<file path="src/rtl/dqs_eye_train_ctrl.sv">
// ---------------------------------------------------------------------------
// dqs_eye_train_ctrl
//   Per-lane DQS read-window training controller. Sweeps the IOD RX delay
//   line upward from tap 0, samples the eye-monitor EARLY/LATE flags at every
//   tap, accepts the first clean run of at least MIN_WINDOW taps and then
//   walks the delay line back down to the centre of that run.
//
// Ports
//   FAB_CLK, ARST_N            clock / asynchronous active-low reset
//   START                      one-cycle pulse, starts training when not busy
//   EYE_MONITOR_EARLY/LATE     eye-monitor flags from the IOD
//   DELAY_LINE_OUT_OF_RANGE    end-of-range indication from the IOD
//   DELAY_LINE_LOAD            pulse: reset the IOD delay line to tap 0
//   DELAY_LINE_MOVE            pulse: move the delay line one tap
//   DELAY_LINE_DIRECTION       1 = increment, 0 = decrement (held between moves)
//   EYE_MONITOR_CLEAR_FLAGS    pulse: clear the eye-monitor flags
//   BUSY / DONE / ERROR        training status (DONE/ERROR held until START)
//   FINAL_TAP                  parked tap, valid with DONE
//   WIN_LEFT / WIN_RIGHT       accepted window edges, valid with DONE
// ---------------------------------------------------------------------------
module dqs_eye_train_ctrl #(
    parameter int MAX_TAPS      = 128,
    parameter int TAP_W         = 7,
    parameter int SETTLE_CYCLES = 8,
    parameter int SAMPLE_CYCLES = 16,
    parameter int MIN_WINDOW    = 4
) (
    input  logic             FAB_CLK,
    input  logic             ARST_N,
    input  logic             START,
    input  logic             EYE_MONITOR_EARLY,
    input  logic             EYE_MONITOR_LATE,
    input  logic             DELAY_LINE_OUT_OF_RANGE,
    output logic             DELAY_LINE_LOAD,
    output logic             DELAY_LINE_MOVE,
    output logic             DELAY_LINE_DIRECTION,
    output logic             EYE_MONITOR_CLEAR_FLAGS,
    output logic             BUSY,
    output logic             DONE,
    output logic             ERROR,
    output logic [TAP_W-1:0] FINAL_TAP,
    output logic [TAP_W-1:0] WIN_LEFT,
    output logic [TAP_W-1:0] WIN_RIGHT
);

    localparam int CNT_MAX = (SETTLE_CYCLES > SAMPLE_CYCLES) ? SETTLE_CYCLES : SAMPLE_CYCLES;
    localparam int CNT_W   = $clog2(CNT_MAX) + 1;

    localparam logic [TAP_W-1:0] LAST_TAP  = TAP_W'(MAX_TAPS - 1);
    localparam logic [TAP_W:0]   MIN_W     = (TAP_W+1)'(MIN_WINDOW);
    localparam logic [CNT_W-1:0] SETTLE_LST = CNT_W'(SETTLE_CYCLES - 1);
    localparam logic [CNT_W-1:0] SAMPLE_LST = CNT_W'(SAMPLE_CYCLES - 1);

    typedef enum logic [3:0] {
        S_IDLE, S_LOAD, S_CLEAR, S_SETTLE, S_SAMPLE,
        S_EVAL, S_STEP, S_CENTER, S_DONE, S_FAIL
    } state_t;

    state_t state_q, state_d;

    logic [TAP_W-1:0] tap_q, tap_d;
    logic [TAP_W-1:0] left_q, left_d;
    logic [TAP_W-1:0] right_q, right_d;
    logic [TAP_W-1:0] target_q, target_d;
    logic             found_left_q, found_left_d;
    logic             flag_q, flag_d;
    logic             phase_q, phase_d;
    logic [CNT_W-1:0] cnt_q, cnt_d;

    logic             load_q, load_d;
    logic             move_q, move_d;
    logic             dir_q, dir_d;
    logic             clr_q, clr_d;
    logic             busy_q, busy_d;
    logic             done_q, done_d;
    logic             error_q, error_d;
    logic [TAP_W-1:0] final_tap_q, final_tap_d;
    logic [TAP_W-1:0] win_left_q, win_left_d;
    logic [TAP_W-1:0] win_right_q, win_right_d;

    // EVAL scratch values
    logic             end_c;
    logic             fl_v;
    logic             wchk;
    logic [TAP_W-1:0] l_v, r_v;
    logic [TAP_W:0]   width_v, sum_v;
    logic             cpulse;

    // ---------------- state / datapath registers ----------------
    always_ff @(posedge FAB_CLK or negedge ARST_N) begin
        if (!ARST_N) begin
            state_q      <= S_IDLE;
            tap_q        <= '0;
            left_q       <= '0;
            right_q      <= '0;
            target_q     <= '0;
            found_left_q <= 1'b0;
            flag_q       <= 1'b0;
            phase_q      <= 1'b0;
            cnt_q        <= '0;
        end else begin
            state_q      <= state_d;
            tap_q        <= tap_d;
            left_q       <= left_d;
            right_q      <= right_d;
            target_q     <= target_d;
            found_left_q <= found_left_d;
            flag_q       <= flag_d;
            phase_q      <= phase_d;
            cnt_q        <= cnt_d;
        end
    end

    // ---------------- next state + datapath ----------------
    always_comb begin
        state_d      = state_q;
        tap_d        = tap_q;
        left_d       = left_q;
        right_d      = right_q;
        target_d     = target_q;
        found_left_d = found_left_q;
        flag_d       = flag_q;
        phase_d      = phase_q;
        cnt_d        = cnt_q;
        cpulse       = 1'b0;
        end_c        = (tap_q == LAST_TAP) || DELAY_LINE_OUT_OF_RANGE;
        fl_v         = found_left_q;
        wchk         = 1'b0;
        l_v          = left_q;
        r_v          = right_q;
        width_v      = '0;
        sum_v        = '0;

        case (state_q)
            S_IDLE, S_DONE, S_FAIL: begin
                if (START) state_d = S_LOAD;
            end
            S_LOAD: begin
                tap_d        = '0;
                found_left_d = 1'b0;
                state_d      = S_CLEAR;
            end
            S_CLEAR: begin
                flag_d  = 1'b0;
                cnt_d   = '0;
                state_d = S_SETTLE;
            end
            S_SETTLE: begin
                if (cnt_q == SETTLE_LST) begin
                    cnt_d   = '0;
                    state_d = S_SAMPLE;
                end else begin
                    cnt_d = cnt_q + 1'b1;
                end
            end
            S_SAMPLE: begin
                flag_d = flag_q | EYE_MONITOR_EARLY | EYE_MONITOR_LATE;
                if (cnt_q == SAMPLE_LST) begin
                    cnt_d   = '0;
                    state_d = S_EVAL;
                end else begin
                    cnt_d = cnt_q + 1'b1;
                end
            end
            S_EVAL: begin
                // Rules are applied in order; a left edge opened at the last
                // tap is immediately closed by the end-of-sweep rule.
                if (!fl_v && !flag_q) begin
                    l_v  = tap_q;
                    fl_v = 1'b1;
                end else if (fl_v && flag_q) begin
                    r_v  = tap_q - TAP_W'(1);
                    wchk = 1'b1;
                end
                if (end_c && fl_v && !flag_q) begin
                    r_v  = tap_q;
                    wchk = 1'b1;
                end
                width_v = {1'b0, r_v} - {1'b0, l_v} + (TAP_W+1)'(1);
                sum_v   = {1'b0, l_v} + {1'b0, r_v};
                if (wchk && width_v >= MIN_W) begin
                    state_d = S_CENTER;
                end else begin
                    // narrow window: forget the left edge, keep sweeping
                    if (wchk) fl_v = 1'b0;
                    state_d = end_c ? S_FAIL : S_STEP;
                end
                left_d       = l_v;
                right_d      = r_v;
                found_left_d = fl_v;
                target_d     = TAP_W'(sum_v >> 1);
                phase_d      = 1'b0;
            end
            S_STEP: begin
                if (tap_q != LAST_TAP) tap_d = tap_q + TAP_W'(1);
                state_d = S_CLEAR;
            end
            S_CENTER: begin
                // Decrement pulses are spaced by one idle cycle.
                if (tap_q == target_q) begin
                    state_d = S_DONE;
                end else if (!phase_q) begin
                    tap_d   = tap_q - TAP_W'(1);
                    phase_d = 1'b1;
                    cpulse  = 1'b1;
                end else begin
                    phase_d = 1'b0;
                end
            end
            default: state_d = S_IDLE;
        endcase
    end

    // ---------------- registered outputs ----------------
    always_comb begin
        load_d      = (state_d == S_LOAD);
        clr_d       = (state_d == S_CLEAR);
        move_d      = (state_d == S_STEP) || cpulse;
        dir_d       = dir_q;
        if (state_d == S_STEP) dir_d = 1'b1;
        else if (cpulse)       dir_d = 1'b0;
        busy_d      = !(state_d == S_IDLE || state_d == S_DONE || state_d == S_FAIL);
        done_d      = (state_d == S_DONE);
        error_d     = (state_d == S_FAIL);
        final_tap_d = final_tap_q;
        win_left_d  = win_left_q;
        win_right_d = win_right_q;
        if (state_d == S_DONE) begin
            final_tap_d = tap_d;
            win_left_d  = left_d;
            win_right_d = right_d;
        end
    end

    always_ff @(posedge FAB_CLK or negedge ARST_N) begin
        if (!ARST_N) begin
            load_q      <= 1'b0;
            move_q      <= 1'b0;
            dir_q       <= 1'b0;
            clr_q       <= 1'b0;
            busy_q      <= 1'b0;
            done_q      <= 1'b0;
            error_q     <= 1'b0;
            final_tap_q <= '0;
            win_left_q  <= '0;
            win_right_q <= '0;
        end else begin
            load_q      <= load_d;
            move_q      <= move_d;
            dir_q       <= dir_d;
            clr_q       <= clr_d;
            busy_q      <= busy_d;
            done_q      <= done_d;
            error_q     <= error_d;
            final_tap_q <= final_tap_d;
            win_left_q  <= win_left_d;
            win_right_q <= win_right_d;
        end
    end

    assign DELAY_LINE_LOAD         = load_q;
    assign DELAY_LINE_MOVE         = move_q;
    assign DELAY_LINE_DIRECTION    = dir_q;
    assign EYE_MONITOR_CLEAR_FLAGS = clr_q;
    assign BUSY                    = busy_q;
    assign DONE                    = done_q;
    assign ERROR                   = error_q;
    assign FINAL_TAP               = final_tap_q;
    assign WIN_LEFT                = win_left_q;
    assign WIN_RIGHT               = win_right_q;

endmodule

</file>
<file path="config.mk">
export PLATFORM = sky130hd
export DESIGN_NAME = dqs_eye_train_ctrl
export DESIGN_NICKNAME = d
export VERILOG_FILES = /design/src/rtl/dqs_eye_train_ctrl.sv
export SDC_FILE = /design/constraint.sdc
export NUM_CORES = 1
export LEC_CHECK = 0
export CORE_MARGIN = 2
export CORE_UTILIZATION = 53
export CTS_CLUSTER_DIAMETER = 100
export DETAILED_ROUTE_END_ITERATION = 16
export PLACE_DENSITY = 0.77
export SLEW_MARGIN = 15
export SYNTH_ARGS = -nofsm -noshare
export SYNTH_HDL_FRONTEND = slang
export SYNTH_SLANG_ARGS = --single-unit
</file>
<file path="constraint.sdc">
create_clock -name FAB_CLK -period 3.9 [get_ports FAB_CLK]
set_input_delay 0.78 -clock FAB_CLK [delete_from_list [all_inputs] [get_ports FAB_CLK]]
set_output_delay 0.78 -clock FAB_CLK [all_outputs]
set_load 0.02 [all_outputs]
</file>
# Word level (Yosys, flattened, before mapping)
# Index checks and enable logic that the tools add are counted.
[classes]
addsub = 6
order_cmp = 1
n_eq_ne = 20
muxes = 39
bitwise_logic = 2
n_reduce_logical = 22
[ops]
columns = ["cell", "count"]
rows = [
  ["$mux W7", 11],
  ["$pmux W4 S7", 1],
  ["$mux W4", 6],
  ["$pmux W7 S3", 1],
  ["$eq A4 B3 Y1 const B", 5],
  ["$eq A4 B4 Y1 const B", 4],
  ["$pmux W5 S3", 1],
  ["$mux W1", 14],
  ["$eq A4 B2 Y1 const B", 3],
  ["$mux W5", 2],
  ["$add A7 B7 Y8", 1],
  ["$add A8 B1 Y8 const B", 1],
  ["$eq A4 B1 Y1 const B", 2],
  ["$ge A8 B3 Y1 const B", 1],
  ["$logic_not A4 Y1", 2],
  ["$reduce_bool A2 Y1", 4],
  ["$sub A7 B7 Y8", 1],
  ["$add A7 B1 Y7 const B", 1],
  ["$eq A7 B7 Y1", 1],
  ["$eq A7 B7 Y1 const B", 1],
  ["$ne A7 B7 Y1 const B", 1],
  ["$sub A7 B1 Y7 const B", 1],
  ["$pmux W1 S2", 3],
  ["$add A5 B1 Y5 const B", 1],
  ["11 further kinds", 21],
]
[totals]
ff_bits = 68
in_bits = 6
out_inout_bits = 28
elab_cells = 109

# Logic depth before layout (Yosys ltp)
[logic_depth]
depth_word = 18
ltp_mapped = 18
mapped_depth_nobuf = 17

# Worst setup path after synthesis
# Ideal clock, no wire load.
[synth_path]
path_kind = "input -> register"
startpoint = "in DELAY_LINE_OUT_OF_RANGE"
endpoint = "reg win_left_q[0] (netlist: WIN_LEFT[0])"
t_arrival_ns = 4.158
t_required_ns = 3.775
setup_slack_ns = -0.383
stages = 17
n_path_buf = 1
cell_sequence = "inv_1 o21a_1 nor2_1 a211oi_1 a21oi_1 inv_1 ha_1 ha_1 fa_1 a211oi_2 o221a_1 o22ai_1 nor4_1 o22a_2 nand4_4 buf_8 mux2_4"
[synth_between]
elab_chain_cells = 12
word_cells_on_any_way = 15
[synth_lines]
columns = ["item", "line", "rtl"]
rows = [
  ["from (decl)", "33", "input logic DELAY_LINE_OUT_OF_RANGE,"],
  ["$logic_or A1 B1 Y1 (*)", "126", "end_c = (tap_q == LAST_TAP) || DELAY_LINE_OUT_OF_RANGE;"],
  ["$logic_and A1 B1 Y1 (2 in series)", "175", "if (end_c && fl_v && !flag_q) begin"],
  ["$mux W7", "175", ""],
  ["$mux W7", "134", "case (state_q)"],
  ["$sub A7 B7 Y8", "179", "width_v = {1'b0, r_v} - {1'b0, l_v} + (TAP_W+1)'(1);"],
  ["$add A8 B1 Y8", "179", ""],
  ["$ge A8 B3 Y1", "181", "if (wchk && width_v >= MIN_W) begin"],
  ["$logic_and A1 B1 Y1", "181", ""],
  ["$mux W4 (*)", "181", ""],
  ["$pmux W4 S7 (*)", "134", ""],
  ["net state_d[3]", "59", "state_t state_q, state_d;"],
  ["$eq A4 B4 Y1 (*)", "228", "if (state_d == S_DONE) begin"],
  ["to (signal assigned)", "256", "win_left_q <= win_left_d;"],
  ["to (decl)", "78", "logic [TAP_W-1:0] win_left_q, win_left_d;"],
]
# The timed path passes the listed nets; every way through them passes the cells marked *. The select of a mux whose other input is x is not followed.
# A chain may end at the register's enable or synchronous reset.

# Worst setup path after layout
[layout_path]
startpoint = "reg tap_q[1]"
endpoint = "reg win_left_q[2] (netlist: WIN_LEFT[2])"
[layout_between]
elab_chain_cells = 13
word_cells_on_any_way = 23
[layout_lines]
columns = ["item", "line", "rtl"]
rows = [
  ["from (decl)", "61", "logic [TAP_W-1:0] tap_q, tap_d;"],
  ["from (signal assigned)", "103", "tap_q <= tap_d;"],
  ["parallel branches: the longest is 11 deep, another holds $sub A7 B7 Y8", "n/a", ""],
  ["$pmux W4 S7 (*)", "134", ""],
  ["net state_d[3]", "59", ""],
  ["$eq A4 B4 Y1 (*)", "228", ""],
]
# Mark *: on every way through the listed nets, which the timed path passes. The select of a mux whose other input is x is not followed.

==> flow_metrics.tcl <==
set metrics [dict create \
    status "complete, but fails checks" \
    violations "setup timing" \
    rr_startpoint "tap_q[1]$_DFF_PN0_" \
    path_depth 18 \
    synth-xor-area-share_pct 3.32 \
    cellPowerDensity_mw_per_mm2 244 \
    startpoint_type "flop" \
    dr_wl_met2_mm 6.40 \
    dieArea_mm2 0.00870 \
    dr.max_layer_used "met4" \
    synth-compound-area-share_pct 16.7 \
    critical_path_class "reg -> reg" \
    cp-endpoint "WIN_LEFT[2]$_DFFE_PN0P_" \
    leakage_nw 2.63 \
    final_hold_viol_count 0 \
    synth_ff_type "dfrtp_1" \
    crit_fanout 6 \
    vias 3769 \
    cp.arrival_ps 4400 \
    rsz0062_at_grt "true" \
    r2r-end "WIN_LEFT[2]$_DFFE_PN0P_" \
    clkSinkCount 68 \
    fmax_mhz 240 \
    yosys-top-cells-area "dfrtp_1, ha_1, mux2_4" \
    ctsLongestPathBuffers 2 \
    postRouteAntennaNets 0 \
    numCtsBuffers 9 \
    synth_edf_count 0 \
    die_h_um 93.3 \
    crit_required_ps 4140 \
    area_growth_pct 33.6 \
    clockRootBuffer "clkbuf_8" \
    drt_iter0_markers 308 \
    setup_slack_ps -263 \
    layout-drive-gt1-share_pct 34.4 \
    grt_max_degree 42 \
    synth_top_family_by_area "compound AO/OA/AOI/OAI gates" \
    hold_class "in -> async" \
    synth_area_mm2 0.00422 \
    min_period_ps 4160 \
    drc_errors 0 \
    skew_ps 22.2 \
    drt_pass1_iterations 5 \
    critPathBufInv 3 \
    crit_path_cell_trace "inv_1, ha_1, or3b_4, nor3_4, xnor2_2, nand2_1, o221a_4, ha_4, ha_4, nor2b_1, a221o_1, a211oi_2, nor4_2, o22a_2, nand4_4, buf_6, buf_16, mux2_4" \
    crit_top_cell "ha_4" \
    grt.overflow.total 0 \
    fillers 509 \
    max_stage_delay_ps 460 \
    tritoncts "done" \
    drv_cap 0 \
    crit_slowest_cell "dfrtp_2" \
    rows 32 \
    synth_top_cell_area_share_pct 40.3 \
    ys_warn_count 0 \
    path_clk_slew_ps 90 \
    grt_usage_pct 28.9 \
    netlist_instances 418 \
    worstSkewPairLatency_ps 360 \
    antenna_found_initial 0 \
    core_mm2 0.00773 \
    synthMuxAreaShare_pct 10.8 \
    async_flop_share_pct 100 \
    slew_headroom_pct 41.4 \
    yosys.area_share.simple_pct 14.7 \
    io_pins 34 \
    synthAdderAreaFrac_pct 8.06 \
    htreeDepth 3 \
    port_buffers 33 \
    die_x_um 93.3 \
    grt_pass1_wl_mm 19.3 \
    syn_nets 450 \
    finalCritPeriodShare_pct 107 \
    setup_viol 26 \
    wl_met1_mm 5.04 \
    yosys.area.top_type "dfrtp_1" \
    antennaDiodeCount 0 \
    grt_pass1_vias 3789 \
    crit_family "simple AND/OR/NAND/NOR gates" \
    hpwl_mm 7.95 \
    wl_per_cell_um 20.1 \
    drv_slew 0 \
    cts-hold-fix-buffers 0 \
    finalNetCount 552 \
    ys_ff_latch 68 \
    gp_congestion 0.881 \
    crit_path_start "tap_q[1]$_DFF_PN0_" \
    ff2ff_path_depth 18 \
    ir_drop_v 0.000238 \
    fin_hold_ws_ps 437 \
    start_util_pct 54.6 \
    tightest_slew_ps 868 \
    dr_wl_met3_um 731 \
    r2r_setup_slack_ps -260 \
    wirelength_mm 12.6 \
    power_mw 1.37 \
    ys_seq_area_share_pct 40.3 \
    synth.distinct_cells 69 \
    worst_setup_path_end_kind "flop" \
    syn_area_per_cell_um2 10.1 \
    routed_via_density 6.02 \
]
==> flip-flops by register name, indices dropped and copies added (netlist names) <==
register and count:
found_left_q 1, cnt_q 5, left_q 7, EYE_MONITOR_CLEAR_FLAGS 1, DELAY_LINE_LOAD 1, FINAL_TAP 7, tap_q 7, flag_q 1
phase_q 1, BUSY 1, right_q 7, state_q 4, DONE 1, ERROR 1, DELAY_LINE_MOVE 1, WIN_LEFT 7
WIN_RIGHT 7, target_q 7, DELAY_LINE_DIRECTION 1
==> cell usage after synthesis, types with 9 or more instances <==
| cell type | instances |
|---|---|
| ha_1 | 24 |
| mux2_2 | 9 |
| nor3_1 | 13 |
| nor2_1 | 32 |
| nand2_1 | 32 |
| xnor2_1 | 13 |
| dfrtp_1 | 68 |
| inv_1 | 23 |
| mux2_4 | 19 |
| o21ai_0 | 34 |
| clkbuf_1 | 9 |
| a21oi_1 | 21 |
| nand3_1 | 11 |
==> power by group <==
group	switching, mW	internal (mW)
Sequential	0	0.705
Clock	0.288	0.357
Combinational	0.0171	0.00692
==> stage by stage <==
step	std cells	TNS, ps	setup WS, ps	util, %	area (um^2)
final	626	-5050	-263	73.0	5640
after global routing	626	-9080	-400	73.0	5640
after CTS	616	-3730	-176	70.8	5470
after detailed placement	589	-19790	-720	64.8	5010
after global placement	589	-16490	-637	64.8	5010
after floorplan	418	0	8.10	-	4280
==> area by class of cell <==
type	instances	area [um^2]	area share, %
tap	102	128	2.26
clock inverter	6	88.8	1.57
inverter	24	90.1	1.60
clock buffer	9	124	2.20
sequential	68	1700	30.2
timing repair buffer	112	988	17.5
multi-input combinational	305	2520	44.6
==> cells in the final DEF (no fill, tap or decap), drive strengths merged, types with 2 or more instances in the layout <==
cell type | Yosys | routed
clkdlybuf4s50 | 0 | 31
a21o | 2 | 2
nand3b | 2 | 2
inv | 24 | 25
o221a | 2 | 2
mux2i | 7 | 7
o31ai | 4 | 4
clkbuf | 11 | 9
a221o | 2 | 2
nand3 | 12 | 12
a221oi | 3 | 3
clkinvlp | 0 | 2
dfrtp | 68 | 68
nand4 | 3 | 3
mux2 | 28 | 28
a31oi | 3 | 3
nand2 | 33 | 33
and2 | 3 | 3
xor2 | 3 | 3
ha | 24 | 24
nor4 | 5 | 5
o21ai | 35 | 35
o311ai | 2 | 2
o21a | 5 | 5
nor2 | 33 | 33
xnor2 | 13 | 13
o21bai | 4 | 4
buf | 10 | 80
nor3 | 13 | 13
o22ai | 5 | 5
bufinv | 0 | 2
nand2b | 2 | 2
or2 | 3 | 3
a211oi | 9 | 9
nor3b | 2 | 2
a21oi | 21 | 21
nor2b | 3 | 3
fa | 2 | 2
or3 | 3 | 3
==> logic make-up (layout without fill, tap and decap cells) <==
group	after synthesis	after routing
buffers and inverters	45	151
adder cells (fa/ha/maj)	26	26
flip-flops	68	68
AND/OR/NAND/NOR	121	121
AO/OA/AOI/OAI	107	107
multiplexers	35	35
XOR/XNOR	16	16
==> worst min-delay path by stage <==
stage | startpoint | to | slack, ps | depth (start not counted)
global placement | target_q[0]$_DFFE_PN0P_ | target_q[0]$_DFFE_PN0P_ | 480 | 2
detailed placement | target_q[0]$_DFFE_PN0P_ | target_q[0]$_DFFE_PN0P_ | 490 | 2
global route | ARST_N | FINAL_TAP[0]$_DFFE_PN0P_ | 480 | 1
finish | ARST_N | FINAL_TAP[0]$_DFFE_PN0P_ | 440 | 1
CTS | ARST_N | FINAL_TAP[0]$_DFFE_PN0P_ | 450 | 1
floorplan | left_q[1]$_DFF_PN0_ | left_q[1]$_DFF_PN0_ | 460 | 2
==> routing by layer <==
| layer | vias up | track usage [%] |
|---|---|---|
| li1 | 1694 | - |
| met1 | 1858 | 36.1 |
| met2 | 174 | 49.3 |
| met3 | 43 | 5.16 |
| met4 | 0 | 11.9 |
| met5 | - | 0 |
==> repair_timing <==
action / CTS / global route
pin swaps: 14 / 16
resized for setup: 26 / 24
cloned: 3 / 0
endpoints found under the setup margin: 31 / 31
buffers inserted: 9 / 11
(Power assumes the default switching activity.)
